--- src/rtl/bcd_sub_serial.sv ---
// Digit-serial packed-BCD subtractor: diff = a - b - bin, one digit per clock, LSD first.
// Ports: clk, rst (sync, active-high); in_valid/in_ready + a, b, bin operand handshake;
// out_valid/out_ready + diff, bout, digit_err result handshake.
// Optional macro BCD_SUB_SIGNMAG_EN: negative results are returned as magnitude (bout = sign).
module bcd_sub_serial #(
  parameter int DIGITS = 100
) (
  input  logic                clk,
  input  logic                rst,
  input  logic                in_valid,
  output logic                in_ready,
  input  logic [4*DIGITS-1:0] a,
  input  logic [4*DIGITS-1:0] b,
  input  logic                bin,
  output logic                out_valid,
  input  logic                out_ready,
  output logic [4*DIGITS-1:0] diff,
  output logic                bout,
  output logic                digit_err
);

  localparam int W  = 4 * DIGITS;
  localparam int IW = (DIGITS > 1) ? $clog2(DIGITS) : 1;

`ifdef BCD_SUB_SIGNMAG_EN
  typedef enum logic [1:0] {
    S_IDLE = 2'd0,
    S_RUN  = 2'd1,
    S_NEG  = 2'd2,
    S_DONE = 2'd3
  } state_t;
`else
  typedef enum logic [1:0] {
    S_IDLE = 2'd0,
    S_RUN  = 2'd1,
    S_DONE = 2'd3
  } state_t;
`endif

  state_t          r_state;
  state_t          w_next;
  logic [W-1:0]    r_a;
  logic [W-1:0]    r_b;
  logic [W-1:0]    r_diff;
  logic [IW-1:0]   r_idx;
  logic            r_borrow;
  logic            r_bout;
  logic            r_err;

  logic [3:0]      w_ad;
  logic [3:0]      w_bd;
  logic [4:0]      w_t;
  logic [3:0]      w_d;
  logic            w_bo;
  logic            w_bad;
  logic            w_last;
  logic [W+3:0]    w_cat;

  // Operands and result are shift registers: the active digit is
  // always at the bottom, the new result digit enters at the top.
  assign w_cat  = {w_d, r_diff};
  assign w_last = (r_idx == IW'(DIGITS - 1));

  always_comb begin
    w_ad = r_a[3:0];
    w_bd = r_b[3:0];
`ifdef BCD_SUB_SIGNMAG_EN
    if (r_state == S_NEG) begin
      w_ad = 4'd0;
      w_bd = r_diff[3:0];
    end
`endif
    // 5 bits cover the full range -16..15 of raw nibble arithmetic.
    w_t   = {1'b0, w_ad} - {1'b0, w_bd} - {4'd0, r_borrow};
    w_bo  = w_t[4];
    w_d   = w_t[3:0] + (w_bo ? 4'd10 : 4'd0);
    w_bad = (w_ad > 4'd9) || (w_bd > 4'd9);
  end

  always_comb begin
    w_next = r_state;
    unique case (r_state)
      S_IDLE: if (in_valid) w_next = S_RUN;
      S_RUN: begin
        if (w_last) begin
`ifdef BCD_SUB_SIGNMAG_EN
          w_next = w_bo ? S_NEG : S_DONE;
`else
          w_next = S_DONE;
`endif
        end
      end
`ifdef BCD_SUB_SIGNMAG_EN
      S_NEG: if (w_last) w_next = S_DONE;
`endif
      S_DONE: if (out_ready) w_next = S_IDLE;
      default: w_next = S_IDLE;
    endcase
  end

  always_ff @(posedge clk) begin
    if (rst) begin
      r_state  <= S_IDLE;
      r_a      <= '0;
      r_b      <= '0;
      r_diff   <= '0;
      r_idx    <= '0;
      r_borrow <= 1'b0;
      r_bout   <= 1'b0;
      r_err    <= 1'b0;
    end else begin
      r_state <= w_next;
      unique case (r_state)
        S_IDLE: begin
          if (in_valid) begin
            r_a      <= a;
            r_b      <= b;
            r_borrow <= bin;
            r_idx    <= '0;
            r_err    <= 1'b0;
          end
        end
        S_RUN: begin
          r_a    <= r_a >> 4;
          r_b    <= r_b >> 4;
          r_diff <= w_cat[W+3:4];
          r_err  <= r_err | w_bad;
          if (w_last) begin
            r_idx    <= '0;
            r_bout   <= w_bo;
            // Negation pass starts with no borrow.
            r_borrow <= 1'b0;
          end else begin
            r_idx    <= r_idx + IW'(1);
            r_borrow <= w_bo;
          end
        end
`ifdef BCD_SUB_SIGNMAG_EN
        S_NEG: begin
          r_diff <= w_cat[W+3:4];
          if (w_last) begin
            r_idx    <= '0;
            r_borrow <= 1'b0;
          end else begin
            r_idx    <= r_idx + IW'(1);
            r_borrow <= w_bo;
          end
        end
`endif
        default: ;
      endcase
    end
  end

  assign in_ready  = (r_state == S_IDLE);
  assign out_valid = (r_state == S_DONE);
  assign diff      = r_diff;
  assign bout      = r_bout;
  assign digit_err = r_err;

endmodule
--- config.mk ---
export PLATFORM = sky130hd
export DESIGN_NAME = bcd_sub_serial
export DESIGN_NICKNAME = d
export VERILOG_FILES = /design/src/rtl/bcd_sub_serial.sv
export SDC_FILE = /design/constraint.sdc
export NUM_CORES = 2
export LEC_CHECK = 0
export ABC_AREA = 1
export BUFFER_PORTS_ARGS = -buffer_cell sky130_fd_sc_hd__buf_4
export CAP_MARGIN = 20
export CORE_AREA = 2 2 470 472
export DETAILED_ROUTE_END_ITERATION = 7
export DIE_AREA = 0 0 472 474
export PLACE_DENSITY = 0.48
export SLEW_MARGIN = 5
export SYNTH_ARGS = -nofsm -noshare
export SYNTH_HDL_FRONTEND = slang
export SYNTH_SLANG_ARGS = --single-unit
--- constraint.sdc ---
create_clock -name clk -period 2.8 [get_ports clk]
set_input_delay 0.28 -clock clk [delete_from_list [all_inputs] [get_ports clk]]
set_output_delay 0.28 -clock clk [all_outputs]
set_load 0.005 [all_outputs]
==> metrics.txt <==
status finished, final reports clean; dpl hpwl 149000 um; Skew-Pair Late Insertion Delay 0.82 ns; full die area 224000 um2; Crit Reg-Reg Startpoint r_b[0]; height of the die 474 um; root buf cell clkbuf_16; final design utilization 33.6%; Max-Slew Margin vs Limit 47.0%; Synth top area share 49.9%; vias in the first global route 49900; Fillers 23100; Area Growth Syn to Fin 50.8%; Worst-path clk slew 0.06 ns; Total GRT Usage 17.9%; top cell type by total area after synthesis dfxtp_1; Synth Cell Area 48700 um2; number of remaining DRC errors 0; critical-path maximum fanout 3; final setup vio count 0; fin crit period 2.54 ns; routability cong. 0.854; Reg power frac 41.9%; sequential share of the synthesized area 49.9%; Synth cell types 27; Sw Ratio 29.1%; first-pass iteration count of the detailed router 6; Most used DFF post-synth dfxtp_1; CTS Buf Count 144; Syn Inst Count 6642; Power Total 0.0478 W; setup skew after layout 0.0566 ns; Post-CTS Setup Inserts 0; clk sinks 1212; min-delay src a[148]; setup slack at placement 0.170 ns; CTS Buffer Depth 3; Hold Path Stages 5; antenna viol nets, final 0; RSZ-0062 raised after global routing false; CP startpoint kind register; Fin. Hold Viols 0; fmax 393 MHz; grt ovf 0; Net Switching 0.0139 W; via/cell ratio 4.55; worst endpoint required time 3.50 ns; initial antenna violation count 30; PwrDens 652 nW/um2; clock share of power 39.8%; Avg Inst Size Synth 7.32 um2; worst r2r dst diff[399]; Initial Util 22.3%; worst vdd ir 0.629 mV; wire length per cell 18.6 um; share of post-route cells with drive strength above 1 18.6%; Max Cap Viol 0; ys async rst share 0%; detailed-route via count 51700; Non-Filler Instances 11400; Cells after DPL 10300; ranking of synthesized cells by area dfxtp_1 50%, o21ai_0 13%, nand2_1 10%; Hold Path Class primary input to register; yosys warns 0; setup slack, reg-to-reg 0.26 ns; wire length of the first global-routing pass 310000 um; cell row count 172; I/O Buffers 1208; Setup Total Neg Slack 0 ns; worst endpoint data arrival time 3.24 ns; Power Internal 0.0339 W; drt total wl 211000 um; IO Pins 1209; final slew viol count 0; Logic pwr share 18.3%; period utilization 90.9%; DRT iter0 DRCs 3706; WHS Endpoint r_a[148]; CP endpoint kind register; fin worst setup slack 0.256 ns; cells on worst reg2reg path 20; leakage dissipation 30.8 nW; core outline area 219000 um2; Worst-Margin Slew 0.795 ns; Synthesized Nets 7455; largest net degree at the start of global routing 192; die width 472 um; CTS tree done; Crit Path Class register to register; Synth Register Bits 1212; count of flip-flops with a built-in enable after synthesis 0; H-tree Lvls 4; layout net count 9173
## metrics by stage
step           cell area [um2]  hold slack (ns)
3_5_place_dp             60400            0.438
3_3_place_gp             60400            0.431
5_1_grt                  73400           0.0117
6_report                 73400           0.0504
2_1_floorplan            48700            0.425
4_1_cts                  73300          0.00225
## logic make-up (layout without fill, tap and decap cells)
logic type	Yosys count	after routing	share of synthesized area, %
other	0	24	0
buffers and inverters	941	2771	8.00
xor gates and xnor gates	1	1	0.0180
adders and majority gates	8	8	0.237
AOI/OAI and AO/OA	2345	2345	25.3
and+or+nand+nor	2135	2135	16.6
DFF	1212	1212	49.9
## worst max-delay path, stage by stage, from the launching register on
cell     delay (ns)
dfxtp_1        0.33
inv_1          0.06
fa_2           0.37
fa_1           0.39
inv_1          0.07
nand2_1        0.06
nand2_2        0.07
nand2_1        0.06
nand2_1        0.06
nand2_1        0.08
nor2_2         0.10
ha_2           0.20
inv_1          0.06
nand2_1        0.06
nand2_1        0.07
nand2_1        0.07
nand2_1        0.07
nand2_1        0.07
nand3_1        0.08
nand2_1        0.08
inv_1          0.04
## cell usage after synthesis (4+ instances only)
cell      number
buf_4         17
dfxtp_1     1212
nor2_1       808
a31oi_1      461
clkbuf_2      25
o21ai_1      315
buf_6          4
buf_1         11
nand2_1     1301
ha_1           6
a21oi_1      352
nand3_1       20
o21ai_0     1216
inv_1        361
clkbuf_1     337
buf_2        182
## state kept, by name (all words and copies together), names as in the netlist
| name | count |
|---|---|
| bout | 1 |
| diff | 400 |
| digit_err | 1 |
| r_a | 400 |
| r_b | 400 |
| r_borrow | 1 |
| r_idx | 7 |
| r_state | 2 |
## metal layers
metal  routed length [um]  global-route usage (%)  vias up
met5                   83                       0        -
li1                     -                       -    25600
met3                13900                    4.33      344
met4                 7660                    6.92       12
met1                88200                    21.6    24200
met2               101000                    30.5     1592
## layout by cell type, fill, tap and decap left out, drive strengths merged
| cell type | instances |
|---|---|
| nand2 | 1304 |
| nor2 | 808 |
| diode | 24 |
| xor2 | 1 |
| inv | 373 |
| ha | 6 |
| a21oi | 352 |
| a31oi | 461 |
| fa | 2 |
| dlygate4sd3 | 805 |
| or2 | 1 |
| buf | 1342 |
| nor3 | 1 |
| o21a | 1 |
| bufinv | 4 |
| o21ai | 1531 |
| nand4 | 1 |
| nand3 | 20 |
| clkinv | 26 |
| dfxtp | 1212 |
| clkinvlp | 4 |
| clkbuf | 217 |
## layout make-up
| type | instances | area [um2] | share of cell area [%] |
|---|---|---|---|
| Antenna cell | 24 | 60.1 | 0.0819 |
| Tap cell | 2871 | 3590 | 4.90 |
| Clock inverter | 42 | 526 | 0.716 |
| Inverter | 365 | 1420 | 1.93 |
| Sequential cell | 1212 | 24300 | 33.1 |
| Clock buffer | 216 | 4270 | 5.82 |
| Multi-Input combinational cell | 4489 | 20500 | 28.0 |
| Timing Repair Buffer | 2148 | 18700 | 25.5 |
## power by group through the flow
stage / clock network [W] / registers, W / logic, W
6_report: 0.0191 / 0.0200 / 0.00873
5_1_grt: 0.0203 / 0.0202 / 0.00972
4_1_cts: 0.0196 / 0.0200 / 0.00878
3_5_place_dp: 0 / 0.0204 / 0.00777
3_3_place_gp: 0 / 0.0204 / 0.00770
2_1_floorplan: 0 / 0.0201 / 0.00431
## what timing repair did
item | in CTS | in global routing
hold endpoints to repair | 792 | 0
gates resized for setup | 0 | 5
hold buffers | 805 | 0
setup endpoints to repair | 0 | 3
## how the worst max path moves through the flow
stage                     startpoint         to  cells past startpoint
after global routing          r_b[0]  diff[399]                     20
final                         r_b[0]  diff[399]                     20
after global placement        r_b[0]  diff[399]                     20
after floorplan               r_b[0]  diff[399]                     20
after detailed placement      r_b[0]  diff[399]                     20
after CTS                 r_state[1]   r_b[396]                      8
Power figures use the tool's default switching activity.
